<file path="src/rtl/clk_switch_pkg.sv">
// clk_switch_pkg: shared state encoding and mux select constants for the clock switch controller
package clk_switch_pkg;
  typedef enum logic [2:0] {LINKDN, IDLE, DEBOUNCE, QUIESCE, SWITCH, RELEASE} state_t;
  localparam logic SEL_MII  = 1'b0;
  localparam logic SEL_GMII = 1'b1;
endpackage

</file>
<file path="src/rtl/sync_2ff.sv">
// sync_2ff: width-parameterised two-flop synchroniser for asynchronous level inputs
module sync_2ff #(
  parameter int W = 1
) (
  input  logic         clk,
  input  logic         rst_n,
  input  logic [W-1:0] d,
  output logic [W-1:0] q
);
  logic [W-1:0] m;
  // two-stage capture into the clk domain
  always_ff @(posedge clk or negedge rst_n)
    if (!rst_n) {q, m} <= '0;
    else {q, m} <= {m, d};
endmodule

</file>
<file path="src/rtl/clk_switch_ctrl.sv">
// clk_switch_ctrl: debounces PHY speed/link and sequences glitch-free RX/TX clock source changes
module clk_switch_ctrl
  import clk_switch_pkg::*;
#(
  parameter int   DEBOUNCE_CYCLES = 1000,
  parameter int   QUIESCE_CYCLES  = 16,
  parameter int   SETTLE_CYCLES   = 64,
  parameter logic INIT_SEL        = SEL_MII,
  parameter int   CNT_W           = 16
) (
  input  logic clk,
  input  logic rst_n,
  input  logic phy_speed_1000,
  input  logic phy_link_up,
  output logic clk_sel,
  output logic dp_rst_n,
  output logic busy,
  output logic switch_done
);
  logic spd_s, lnk_s, tgt, from_idle;
  logic [CNT_W-1:0] cnt;
  state_t state;
  sync_2ff #(.W(2)) u_sync (
    .clk   (clk),
    .rst_n (rst_n),
    .d     ({phy_link_up, phy_speed_1000}),
    .q     ({lnk_s, spd_s})
  );
  // sequencer: every output is registered and updated on the transition into a state
  always_ff @(posedge clk or negedge rst_n)
    if (!rst_n) begin
      state       <= LINKDN;
      cnt         <= '0;
      tgt         <= INIT_SEL;
      from_idle   <= 1'b0;
      clk_sel     <= INIT_SEL;
      dp_rst_n    <= 1'b0;
      busy        <= 1'b0;
      switch_done <= 1'b0;
    end else begin
      switch_done <= 1'b0;
      cnt         <= cnt + CNT_W'(1);
      case (state)
        LINKDN:
          if (lnk_s) begin
            tgt       <= spd_s;
            from_idle <= 1'b0;
            cnt       <= '0;
            busy      <= 1'b1;
            state     <= DEBOUNCE;
          end
        IDLE:
          if (!lnk_s) begin
            dp_rst_n <= 1'b0;
            cnt      <= '0;
            state    <= LINKDN;
          end else if (spd_s != clk_sel) begin
            tgt       <= spd_s;
            from_idle <= 1'b1;
            cnt       <= '0;
            busy      <= 1'b1;
            state     <= DEBOUNCE;
          end
        DEBOUNCE:
          if (spd_s != tgt || !lnk_s) begin
            cnt      <= '0;
            busy     <= 1'b0;
            dp_rst_n <= from_idle && lnk_s;
            state    <= (from_idle && lnk_s) ? IDLE : LINKDN;
          end else if (cnt == CNT_W'(DEBOUNCE_CYCLES - 1)) begin
            cnt      <= '0;
            dp_rst_n <= 1'b0;
            state    <= QUIESCE;
          end
        QUIESCE:
          if (cnt == CNT_W'(QUIESCE_CYCLES - 1)) begin
            cnt     <= '0;
            clk_sel <= tgt;
            state   <= SWITCH;
          end
        SWITCH:
          if (cnt == CNT_W'(SETTLE_CYCLES - 1)) begin
            cnt         <= '0;
            busy        <= 1'b0;
            dp_rst_n    <= lnk_s;
            switch_done <= lnk_s;
            state       <= lnk_s ? RELEASE : LINKDN;
          end
        RELEASE: begin
          cnt   <= '0;
          state <= IDLE;
        end
        default: begin
          cnt   <= '0;
          state <= LINKDN;
        end
      endcase
    end
endmodule

</file>
<file path="config.mk">
export PLATFORM = sky130hd
export DESIGN_NAME = clk_switch_ctrl
export DESIGN_NICKNAME = d
export VERILOG_FILES = /design/src/rtl/clk_switch_pkg.sv /design/src/rtl/sync_2ff.sv /design/src/rtl/clk_switch_ctrl.sv
export SDC_FILE = /design/constraint.sdc
export NUM_CORES = 1
export LEC_CHECK = 0
export CORE_MARGIN = 2
export CORE_UTILIZATION = 45
export CTS_CLUSTER_DIAMETER = 40
export DETAILED_ROUTE_END_ITERATION = 16
export GPL_ROUTABILITY_DRIVEN = 0
export PLACE_DENSITY_LB_ADDON = 0.2
export SKIP_LAST_GASP = 1
export SYNTH_ARGS = -nofsm -noshare
export SYNTH_HDL_FRONTEND = slang
export SYNTH_SLANG_ARGS = --single-unit
</file>
<file path="constraint.sdc">
create_clock -name clk -period 2.9 [get_ports clk]
set_clock_uncertainty 0.1 [all_clocks]
set_input_delay 0.725 -clock clk [delete_from_list [all_inputs] [get_ports clk]]
set_output_delay 0.725 -clock clk [all_outputs]
set_load 0.005 [all_outputs]
</file>
# ---- Word level (Yosys, flattened, before mapping)
# Cells that the tools add are included.
dict set report word_totals {
  ff_bits 29
  out_inout_bits 4
  wordCells 79
}
dict set report op_classes {
  n_addsub 1
  eq_ne 19
  muxes 37
  n_reduce_logical 12
}
# operator count
set ops {}
lappend ops {{$mux 16} 7}
lappend ops {{$pmux 16 s5} 1}
lappend ops {{$mux 3} 8}
lappend ops {{$pmux 3 s6} 1}
lappend ops {{$add 16x1->16 const B} 1}
lappend ops {{$eq 16x10->1 const B} 1}
lappend ops {{$eq 16x4->1 const B} 1}
lappend ops {{$eq 16x6->1 const B} 1}
lappend ops {{$mux 1} 16}
lappend ops {{$ne 2x2->1 const B} 5}
lappend ops {{$reduce_and 4->1} 2}
lappend ops {{$eq 3x2->1 const B} 2}
lappend ops {{$eq 3x3->1 const B} 2}
lappend ops {{$ne 3x3->1 const B} 2}
lappend ops {{$reduce_and 6->1} 1}
lappend ops {{$reduce_and 5->1} 1}
lappend ops {{$ne 2x1->1 const B} 2}
lappend ops {{$pmux 1 s2} 2}
lappend ops {{$pmux 1 s4} 1}
lappend ops {{$reduce_bool 4->1} 1}
lappend ops {{$eq 3x1->1 const B} 1}
lappend ops {{$logic_not 3->1} 1}
lappend ops {{$pmux 1 s3} 1}
lappend ops {{$reduce_bool 3->1} 1}
lappend ops {{6 further kinds} 7}

# ---- Logic depth before layout (Yosys ltp)
# Gate-level depths: netlist of run 1.
dict set report depth {
  ltp_word 4
  depth_mapped 7
  depth_no_buf 6
}

# ---- By module
# A second synthesis of run 1 with hierarchy kept.
dict set report hier_totals {
  cells_unflattened 142
  hier_area_um2 1462.7
}
# module n_inst cells_each area_each_um2 seq_area_each_um2
set modules_own_cells {}
lappend modules_own_cells {clk_switch_ctrl 1 138 1362.6 625.6}
lappend modules_own_cells {sync_2ff 1 4 100.1 100.1}

# ---- Least setup slack after synthesis of run 1
# OpenSTA, ideal clock, no wires.
dict set report synth_timing {
  kind {register to register}
  start {register cnt[11]}
  end {register state[0]}
  arrival_ns 1.998
  t_required_ns 2.672
  path_slack_ns 0.675
  stages_incl_launch_ff 6
  n_path_buf 0
  period_less_slack_ns 2.225
  path_cell_list {dfrtp_1 > or4_4 > o41ai_4 > o21ai_1 > nor2_4 > mux2_1}
}
dict set report synth_via {
  elab_chain_cells 3
  elab_cells_between_ends 7
  classes_between {eq/ne: 6; reduce/logical: 1}
}
# item line
set synth_lines {}
lappend synth_lines {{start, declared} clk_switch_ctrl.sv:21} ;# logic [CNT_W-1:0] cnt;
lappend synth_lines {{start signal, assigned} clk_switch_ctrl.sv:42} ;# cnt <= cnt + CNT_W'(1);
lappend synth_lines {{$eq 16x10->1, or another cell as far along} clk_switch_ctrl.sv:70} ;# end else if (cnt == CNT_W'(DEBOUNCE_CYCLES - 1)) begin
lappend synth_lines {{$ne 3x3->1 (no line) / $ne 2x2->1 (equally long branches)} n/a}
lappend synth_lines {{$reduce_and 5->1 (no line) *} n/a}
lappend synth_lines {{end signal, assigned} clk_switch_ctrl.sv:69} ;# state <= (from_idle && lnk_s) ? IDLE : LINKDN;
lappend synth_lines {{end signal, assigned} clk_switch_ctrl.sv:87} ;# state <= lnk_s ? RELEASE : LINKDN;
lappend synth_lines {{end, declared} clk_switch_ctrl.sv:22} ;# state_t state;
# Every way passes the cells marked *; elsewhere a longest branch is shown, timed or not.
# A chain may end at the register's enable or synchronous reset.

# ---- Worst setup path after layout of run 1
dict set report layout_timing {
  start {register cnt[6]}
  end {register state[1]}
}
# The elaborated chain is that of the path after synthesis.

==> impl_metrics.tcl, run 1 <==
set metrics [dict create \
    ys_warn_count 0 \
    nFillCells 274 \
    via_per_inst 5.340 \
    p_sw_uw 455.9 \
    via_count 1100 \
    diodes 0 \
    cp_data_arrival_time_ns 2.41 \
    clk_pin_slew_ns 0.10 \
    power_mw 1.216 \
    rows 20 \
    period_share_pct 78.87 \
    hpwl_um 2014 \
    synthSimpleGateAreaFrac_pct 26.82 \
    use_met3_pct 5.462 \
    synth-adder-area-share_pct 0.8460 \
    p_int_uw 760.2 \
    cts_resized 0 \
    start_util_pct 48.05 \
    fmax_mhz 437.2 \
    antenna_left 0 \
    muxShareOfSynthArea_pct 4.399 \
    grt-ovfl-total 0 \
    grt_pass1_wl_um 4705 \
    die_h_um 61.33 \
    die_w_um 61.33 \
    wl_um 2716 \
    finalMaxSlewViolations 0 \
    grt_max_degree 30 \
    h-tree-depth 2 \
    seq_power_share_pct 44.6 \
    maxSlewHeadroom_pct 69.91 \
    regArea_um2 725.7 \
    setup_tns_ns 0 \
    reg2reg_setup_slack_ns 0.61 \
    clock_sinks 29 \
    antenna_found_initial 0 \
    holdBufCountCts 0 \
    grt_pass1_vias 1092 \
    clk_latency_ns 0.34 \
    hold_slack_ns 0.2678 \
    dr.pass1.iters 4 \
    setup_viol 0 \
    syn-num-nets 153 \
    ys_ff_latch 29 \
    grt_usage_pct 17.70 \
    cts_tree "yes" \
    ys_seq_area_share_pct 49.07 \
    maxCapViolCount 0 \
    rsz0062_at_grt "no" \
    clkPwrFrac_pct 19.9 \
    synth_area_mm2 0.001479 \
    clock_path_buffers 2 \
    core_mm2 0.003078 \
    cp-end-kind "flop" \
    synth.distinct_cells 38 \
    finalHoldViolCount 0 \
    synthCells 148 \
    drc_errors 0 \
    numPortBuffers 7 \
    avgSynthCellArea_um2 9.993 \
    outcome "finished, final reports clean" \
    p_comb_share_pct 35.5 \
    grt_busiest_layer "met2" \
    post_cts_buffers 0 \
    power.density_mw_per_mm2 730.8 \
    grtUsageMet1_pct 22.55 \
    cp_max_fo 5 \
    leakage_nw 0.6822 \
    cp.required_ns 3.02 \
    worstReg2RegEnd "state[1]$_DFFE_PN0P_" \
    worst_hold_startpoint "u_sync.m[1]$_DFF_PN0_" \
    swShare_pct 37.49 \
    cts_buffers 5 \
    reg2reg_from "cnt[6]$_DFF_PN0_" \
    synth-compound-area-share_pct 7.868 \
    areaGrowthSynthToFinish_pct 12.52 \
    period_minus_slack_ns 2.287 \
    min_to "u_sync.q[1]$_DFF_PN0_" \
    synth_top_family_by_area "simple AND/OR/NAND/NOR gates" \
    use_met2_pct 25.53 \
    detail_route.wl_per_cell_um 13.18 \
    synth_xor_area_share_pct 9.475 \
    drive_above_1_share_pct 9.877 \
    critPathKind "flop to flop" \
    fin_nets 166 \
    multi_input_area_um2 730.7 \
    hold_depth 0 \
    worst_slew_pin_slew_ns 0.4475 \
    drtIter0Drc 28 \
    critPathLaunchType "flop" \
    io_pins 8 \
    hold_path.class "flop to flop" \
    reg2reg_depth 5 \
    ctsRootBufferMaster "clkbuf_4" \
    die_area_mm2 0.003761 \
    vdd_ir_drop_max_mv 0.3531 \
]
==> worst max-delay path by stage <==
stage / startpoint / endpoint / slack (ns) / cells past startpoint
after floorplan: cnt[11]$_DFF_PN0_ / state[0]$_DFFE_PN0P_ / 0.67 / 5
after global placement: cnt[6]$_DFF_PN0_ / state[0]$_DFFE_PN0P_ / 0.69 / 5
after detailed placement: cnt[7]$_DFF_PN0_ / state[1]$_DFFE_PN0P_ / 0.62 / 5
after CTS: cnt[6]$_DFF_PN0_ / state[1]$_DFFE_PN0P_ / 0.60 / 5
after global routing: cnt[6]$_DFF_PN0_ / state[1]$_DFFE_PN0P_ / 0.48 / 5
final: cnt[6]$_DFF_PN0_ / state[1]$_DFFE_PN0P_ / 0.61 / 5
==> layer usage <==
| layer | wire, µm | up-vias |
|---|---|---|
| met5 | 0 | - |
| met4 | 83 | 0 |
| met3 | 113 | 9 |
| met2 | 1197 | 17 |
| met1 | 1322 | 534 |
| li1 | - | 540 |
==> per-stage QoR <==
step	cell area (µm²)	utilization (%)	std cells	worst slack [ns]
2_1_floorplan	1479	-	148	0.6748
3_3_place_gp	1604	52.11	198	0.6950
3_5_place_dp	1604	52.11	198	0.6228
4_1_cts	1664	54.07	206	0.6039
5_1_grt	1664	54.07	206	0.4787
6_report	1664	54.07	206	0.6127
==> registers in the layout, summed over array words and instances (netlist names) <==
register     cells
from_idle        1
u_sync.m         2
tgt              1
state            3
u_sync.q         2
switch_done      1
cnt             16
dp_rst_n         1
busy             1
clk_sel          1
==> critical path, cell delays in order (launching register included) <==
cell and delay [ns]:
dfrtp_1 0.43, or4_1 0.62, nor4_1 0.36, o31ai_1 0.17, nor2_4 0.16, mux2_1 0.34
==> power by group through the flow <==
stage | logic, mW | clock network, mW | registers [mW]
finish | 0.431 | 0.242 | 0.542
global route | 0.489 | 0.272 | 0.554
CTS | 0.439 | 0.254 | 0.541
detailed placement | 0.436 | 0 | 0.549
global placement | 0.430 | 0 | 0.546
floorplan | 0.351 | 0 | 0.514
==> cell usage in the layout, fill, tap and decap left out, types with 2 or more instances in the layout <==
| master | count |
|---|---|
| dfrtp_1 | 29 |
| nor2_1 | 25 |
| nand2_1 | 13 |
| xnor2_1 | 10 |
| nand3_1 | 8 |
| clkdlybuf4s50_1 | 7 |
| xor2_1 | 6 |
| nor2b_1 | 5 |
| and3_1 | 5 |
| clkbuf_4 | 5 |
| o21ai_0 | 4 |
| nand2b_1 | 3 |
| nor4_1 | 3 |
| clkinvlp_4 | 3 |
| inv_1 | 2 |
| nor3b_1 | 2 |
| nor3_1 | 2 |
| nand4_1 | 2 |
| mux2_2 | 2 |
| mux2i_1 | 2 |
| o22ai_1 | 2 |
| a21oi_1 | 2 |
| mux2_1 | 2 |
| buf_4 | 2 |
==> cell usage after synthesis <==
cell	n	area share, %
nand2b_1	3	1.3
o21ai_0	4	1.4
a21o_1	1	0.51
nor3_1	2	0.68
a21oi_1	2	0.68
and4_1	1	0.59
or4bb_1	1	0.76
a2bb2oi_1	1	0.59
nor2b_1	5	2.1
or3_1	1	0.42
mux2_1	2	1.5
nand2_1	13	3.3
nor2_1	25	6.3
nor4_1	3	1.3
nor3b_1	2	1.0
nand3_1	8	2.7
ha_1	1	0.85
o31ai_1	1	0.51
clkbuf_1	2	0.51
xor2_1	6	3.6
nand4bb_1	1	0.76
xnor2_1	10	5.9
or4_1	1	0.51
or4_4	1	0.76
o41ai_4	1	1.9
or3b_2	1	0.59
mux2_2	2	1.5
dfrtp_1	29	49
o22ai_1	2	0.85
inv_1	2	0.51
nor2_4	1	0.76
buf_4	1	0.51
mux2i_1	2	1.4
and3_1	5	2.1
a32oi_1	1	0.59
nand4_1	2	0.85
o21ai_1	1	0.34
o22a_1	1	0.59
==> layout make-up <==
type,instances,share of cell area (%)
inverter,2,0.4511
clock buffer,5,2.256
multi-input combinational,114,43.91
timing repair buffer,9,5.113
tap,44,3.308
clock inverter,3,1.353
sequential,29,43.61
==> cells by family (layout without fill, tap and decap cells) <==
kind of cell,Yosys count,in the layout
multiplexers,6,6
AO/OA/AOI/OAI,15,15
XOR/XNOR,16,16
AND/OR/NAND/NOR,76,76
adder cells (fa/ha/maj),1,1
buffers and inverters,5,19
flip-flops,29,29
No activity file was read; power rests on OpenSTA's default activity.
==> run 2: changes to the inputs <==
Clock period 2.9 ns to 2.4 ns, I/O delays scaled along.
==> run 2 against run 1 <==
Net effect:
- global-route usage rose by 0.080 points
- combinational power rose by 22%
- design area rose by 0.53%
- largest power group unchanged
==> impl_metrics.tcl, run 2 (synthesis gave the netlist of run 1 again) <==
set metrics [dict create \
    outcome "finished, final reports clean" \
    setup_viol 0 \
    grt_busiest_layer "met2" \
    grtUsageMet1_pct 23.99 \
    cp_max_fo 4 \
    drive_above_1_share_pct 11.04 \
    rsz0062_at_grt "no" \
    vdd_ir_drop_max_mv 0.3995 \
    clk_pin_slew_ns 0.09 \
    largest_reg_flops 16 \
    layout_commonest_cell "dfrtp_1" \
    cp.buffers_inverters 0 \
    reg_top3 "cnt: 16 flops, state: 3 flops" \
    slowest_delay_ns 0.59 \
    via_count 1089 \
    maxCapViolCount 0 \
    hpwl_um 2003 \
    path_cells "or4_4, o41ai_4, o21ai_1, nor2_4, mux2_1" \
    antenna_found_initial 0 \
    critPathKind "flop to flop" \
    grt_pass1_wl_um 4657 \
    crit_family "simple AND/OR/NAND/NOR gates" \
    grt_pass1_vias 1033 \
    fmax_mhz 433.4 \
    grt_usage_pct 17.78 \
    detail_route.wl_per_cell_um 13.46 \
    use_met3_pct 5.672 \
    holdBufCountCts 0 \
    use_met2_pct 24.47 \
    ctsRootBufferMaster "clkbuf_4" \
    postPlaceCellArea_mm2 0.001612 \
    cp_data_arrival_time_ns 2.42 \
    wl_um 2787 \
    hold_path.class "flop to flop" \
    power.density_mw_per_mm2 875.3 \
    worst_slew_pin_slew_ns 0.4564 \
    setup_tns_ns 0 \
    period_minus_slack_ns 2.307 \
    grt_max_degree 30 \
    diodes 0 \
    clk_latency_ns 0.33 \
    cts_buffers 5 \
    cp-end-kind "flop" \
    final_cell_mix "dfrtp_1 (29), nor2_1 (25), nand2_1 (13)" \
    fin_area_mm2 0.001673 \
    core_mm2 0.003078 \
    start_util_pct 48.05 \
    period_share_pct 96.13 \
    critPathLaunchType "flop" \
    areaGrowthSynthToFinish_pct 13.11 \
    hold_slack_ns 0.2553 \
    cp.required_ns 2.51 \
    io_pins 8 \
    drtIter0Drc 27 \
    rows 20 \
    cts_tree "yes" \
    maxSlewHeadroom_pct 69.31 \
    finalMaxSlewViolations 0 \
    die_w_um 61.33 \
    h-tree-depth 2 \
    grt-ovfl-total 0 \
    die_area_mm2 0.003761 \
    die_h_um 61.33 \
    clock_sinks 29 \
    dr.pass1.iters 4 \
    numPortBuffers 7 \
    cpMaxStageDelayCell "or4_4" \
    cts_resized 0 \
    drc_errors 0 \
    antenna_left 0 \
    finalHoldViolCount 0 \
    leakage_nw 0.6950 \
    regMostFlops "cnt" \
    fin_nets 167 \
    clock_path_buffers 2 \
    post_cts_buffers 0 \
    via_per_inst 5.261 \
]
[run 2: cell type report]
cell class / count / area, µm²
clock inverters: 2 / 10.01
multi-input cells: 114 / 740.7
inverters: 2 / 7.507
repair buffers: 10 / 92.59
well taps: 44 / 55.05
flip-flops and latches: 29 / 725.7
clock buffers: 6 / 41.29
fillers: 290 / 1405
[run 2: stage by stage]
stage | worst slack [ns] | util [%] | std cells | power (mW)
3_3_place_gp | 0.1967 | 52.36 | 199 | 1.185
5_1_grt | 0.03072 | 54.35 | 207 | 1.562
4_1_cts | 0.06888 | 54.02 | 207 | 1.479
3_5_place_dp | 0.09731 | 52.36 | 199 | 1.197
2_1_floorplan | 0.1748 | - | 148 | 1.045
6_report | 0.09279 | 54.35 | 207 | 1.464
[run 2: final timing paths]
kind                                       start               endpoint  slack (ns)  depth (start not counted)
max reg2reg                    cnt[11]$_DFF_PN0_   state[1]$_DFFE_PN0P_        0.09                          5
min reg2reg                u_sync.m[1]$_DFF_PN0_  u_sync.q[1]$_DFF_PN0_        0.26                          0
max                            cnt[11]$_DFF_PN0_   state[1]$_DFFE_PN0P_        0.09                          5
min                        u_sync.m[1]$_DFF_PN0_  u_sync.q[1]$_DFF_PN0_        0.26                          0
max in group asynchronous                  rst_n   state[0]$_DFFE_PN0P_        1.39                          2
min in group asynchronous                  rst_n      cnt[10]$_DFF_PN0_        0.54                          2
[run 2: where the power goes]
group          leakage (nW)  internal (mW)  switching [mW]
Clock                0.0320          0.111           0.166
Sequential            0.385          0.562           0.100
Combinational         0.277          0.243           0.282
[run 2: per-layer routing]
metal  up-vias  share of wire [%]  wire, µm
met5         -                  0         0
met4         0                2.3        63
met3         7                3.9       109
met2        17                 44      1236
met1       519                 49      1377
li1        546                  -         -
==> run 3: changes to the inputs <==
--- a/config.mk
+++ b/config.mk
@@ -9,4 +9,5 @@
 export CORE_UTILIZATION = 45
 export CTS_CLUSTER_DIAMETER = 40
+export CTS_CLUSTER_SIZE = 24
 export DETAILED_ROUTE_END_ITERATION = 16
 export GPL_ROUTABILITY_DRIVEN = 0
==> constraint.sdc (replaced) <==
create_clock -name clk -period 2.4 [get_ports clk]
set_clock_uncertainty 0.1 [all_clocks]
set_input_delay 0.6 -clock clk [delete_from_list [all_inputs] [get_ports clk]]
set_output_delay 0.6 -clock clk [all_outputs]
set_load 0.1 [all_outputs]
==> run 3 against run 2 <==
Net effect:
- combinational power grew 20%
- largest cell class unchanged
- sequential share of layout area shrank 0.70 points
- first-iteration DRC count grew 100%
- core utilization grew 0.89 points
- sequential cell count is the same
- die area is the same
- via count is the same
- sequential power shrank 0.6%
- total power grew 17%
- clock power grew 51%
- cell count is the same
- fmax is essentially flat
==> impl_metrics.tcl, run 3 (synthesis gave the netlist of run 1 again) <==
set metrics [dict create \
    outcome "finished, final reports clean" \
    cp.buffers_inverters 0 \
    critPathLaunchType "flop" \
    drive_above_1_share_pct 14.11 \
    grt_max_degree 30 \
    antenna_found_initial 0 \
    via_per_inst 5.261 \
    path_cells "or4_4, o41ai_4, o21ai_1, nor2_4, mux2_1" \
    cp-endpoint "state[1]$_DFFE_PN0P_" \
    wl_um 2764 \
    dr.pass1.iters 4 \
    regMostFlops "cnt" \
    worst_hold_startpoint "u_sync.m[1]$_DFF_PN0_" \
    layout_commonest_cell "dfrtp_1" \
    core_mm2 0.003078 \
    final_cell_mix "dfrtp_1 (29), nor2_1 (25), nand2_1 (13)" \
    maxCapViolCount 0 \
    startpoint "cnt[11]$_DFF_PN0_" \
    slowest_delay_ns 0.60 \
    cpMaxStageDelayCell "or4_4" \
    reg2reg_depth 5 \
    rows 20 \
    post_cts_buffers 0 \
    antenna_left 0 \
    die_area_mm2 0.003761 \
    areaGrowthSynthToFinish_pct 14.97 \
    maxSlewHeadroom_pct 70.15 \
    worst_slew_pin_slew_ns 0.4439 \
    critPathKind "flop to flop" \
    period_share_pct 96.16 \
    worstReg2RegEnd "state[1]$_DFFE_PN0P_" \
    drtIter0Drc 55 \
    hold_slack_ns 0.2560 \
    reg2reg_from "cnt[11]$_DFF_PN0_" \
    nFillCells 278 \
    diodes 0 \
    hold_path.class "flop to flop" \
    cp_data_arrival_time_ns 2.41 \
    cts_buffers 5 \
    cp-end-kind "flop" \
    finalMaxSlewViolations 0 \
    grt_pass1_vias 1050 \
    drc_errors 0 \
    die_h_um 61.33 \
    crit_family "simple AND/OR/NAND/NOR gates" \
    clk_latency_ns 0.33 \
    power.density_mw_per_mm2 1005 \
    die_w_um 61.33 \
    path_depth 5 \
    post-route-util_pct 55.24 \
    ctsRootBufferMaster "clkbuf_4" \
    fin_nets 167 \
    grt_usage_pct 18.15 \
    setup_viol 0 \
    grt-ovfl-total 0 \
    clock_path_buffers 2 \
    h-tree-depth 2 \
    fin_ws_ns 0.09225 \
    detail_route.wl_per_cell_um 13.35 \
    reg_top3 "cnt: 16 flops, state: 3 flops" \
    cts_tree "yes" \
    largest_reg_flops 16 \
    grt_pass1_wl_um 4795 \
    io_pins 8 \
    clk_pin_slew_ns 0.09 \
    start_util_pct 48.05 \
    clock_sinks 29 \
    period_minus_slack_ns 2.308 \
    hpwl_um 1967 \
    reg2reg_setup_slack_ns 0.09 \
    vdd_ir_drop_max_mv 0.6483 \
    via_count 1089 \
    pre_cts_slack_ns 0.1045 \
    cp_max_fo 4 \
    numPortBuffers 7 \
    leakage_nw 0.7147 \
    finalHoldViolCount 0 \
    fmax_mhz 433.3 \
    cp.required_ns 2.51 \
]
==> run 3: cell types whose count changed in the layout (fill, tap and decap cells not counted), sizes merged <==
| cell | change |
|---|---|
| clkdlybuf4s50 | -4 |
| bufinv | +1 |
| clkinv | -2 |
| clkinvlp | +1 |
| buf | +4 |
==> run 3: stage by stage <==
step / power (mW) / cell area, µm² / cells / setup TNS, ns
6_report: 1.709 / 1700 / 207 / 0
5_1_grt: 1.835 / 1700 / 207 / -0.01916
4_1_cts: 1.731 / 1690 / 207 / 0
3_5_place_dp: 1.307 / 1602 / 199 / 0
3_3_place_gp: 1.296 / 1602 / 199 / 0
2_1_floorplan: 1.160 / 1479 / 148 / 0
==> run 3: timing repair <==
action                                  in CTS  in global routing
resized for setup                            0                  2
hold buffers                                 0                  0
endpoints found under the setup margin       0                 18
==> run 3: metal layers <==
| layer | GRT usage, % | wire length [µm] | up-vias |
|---|---|---|---|
| met1 | 25.27 | 1378 | 521 |
| met5 | 0 | 0 | - |
| met3 | 6.723 | 96 | 7 |
| met2 | 24.47 | 1232 | 17 |
| met4 | 9.627 | 58 | 0 |
| li1 | - | - | 544 |
==> run 3: layout make-up <==
cell class,instances,area (µm²),share of cell area (%)
clock inverters,2,37.54,2.208
flip-flops and latches,29,725.7,42.68
inverters,2,7.507,0.4415
clock buffers,6,51.30,3.017
repair buffers,10,82.58,4.857
well taps,44,55.05,3.238
multi-input cells,114,740.7,43.56
==> run 3: how the worst min path moves through the flow <==
stage	cells past startpoint	slack (ns)	endpoint
after floorplan	0	0.20	busy$_DFFE_PN0P_
final	0	0.26	u_sync.q[1]$_DFF_PN0_
after CTS	0	0.26	u_sync.q[1]$_DFF_PN0_
after detailed placement	0	0.23	u_sync.q[1]$_DFF_PN0_
after global routing	0	0.28	u_sync.q[0]$_DFF_PN0_
after global placement	0	0.23	u_sync.q[1]$_DFF_PN0_
==> run 3: power breakdown <==
part / internal, mW / switching, mW / total, mW
clock network: 0.247 / 0.170 / 0.417
logic: 0.237 / 0.395 / 0.632
registers: 0.562 / 0.0968 / 0.659
total: 1.05 / 0.662 / 1.71
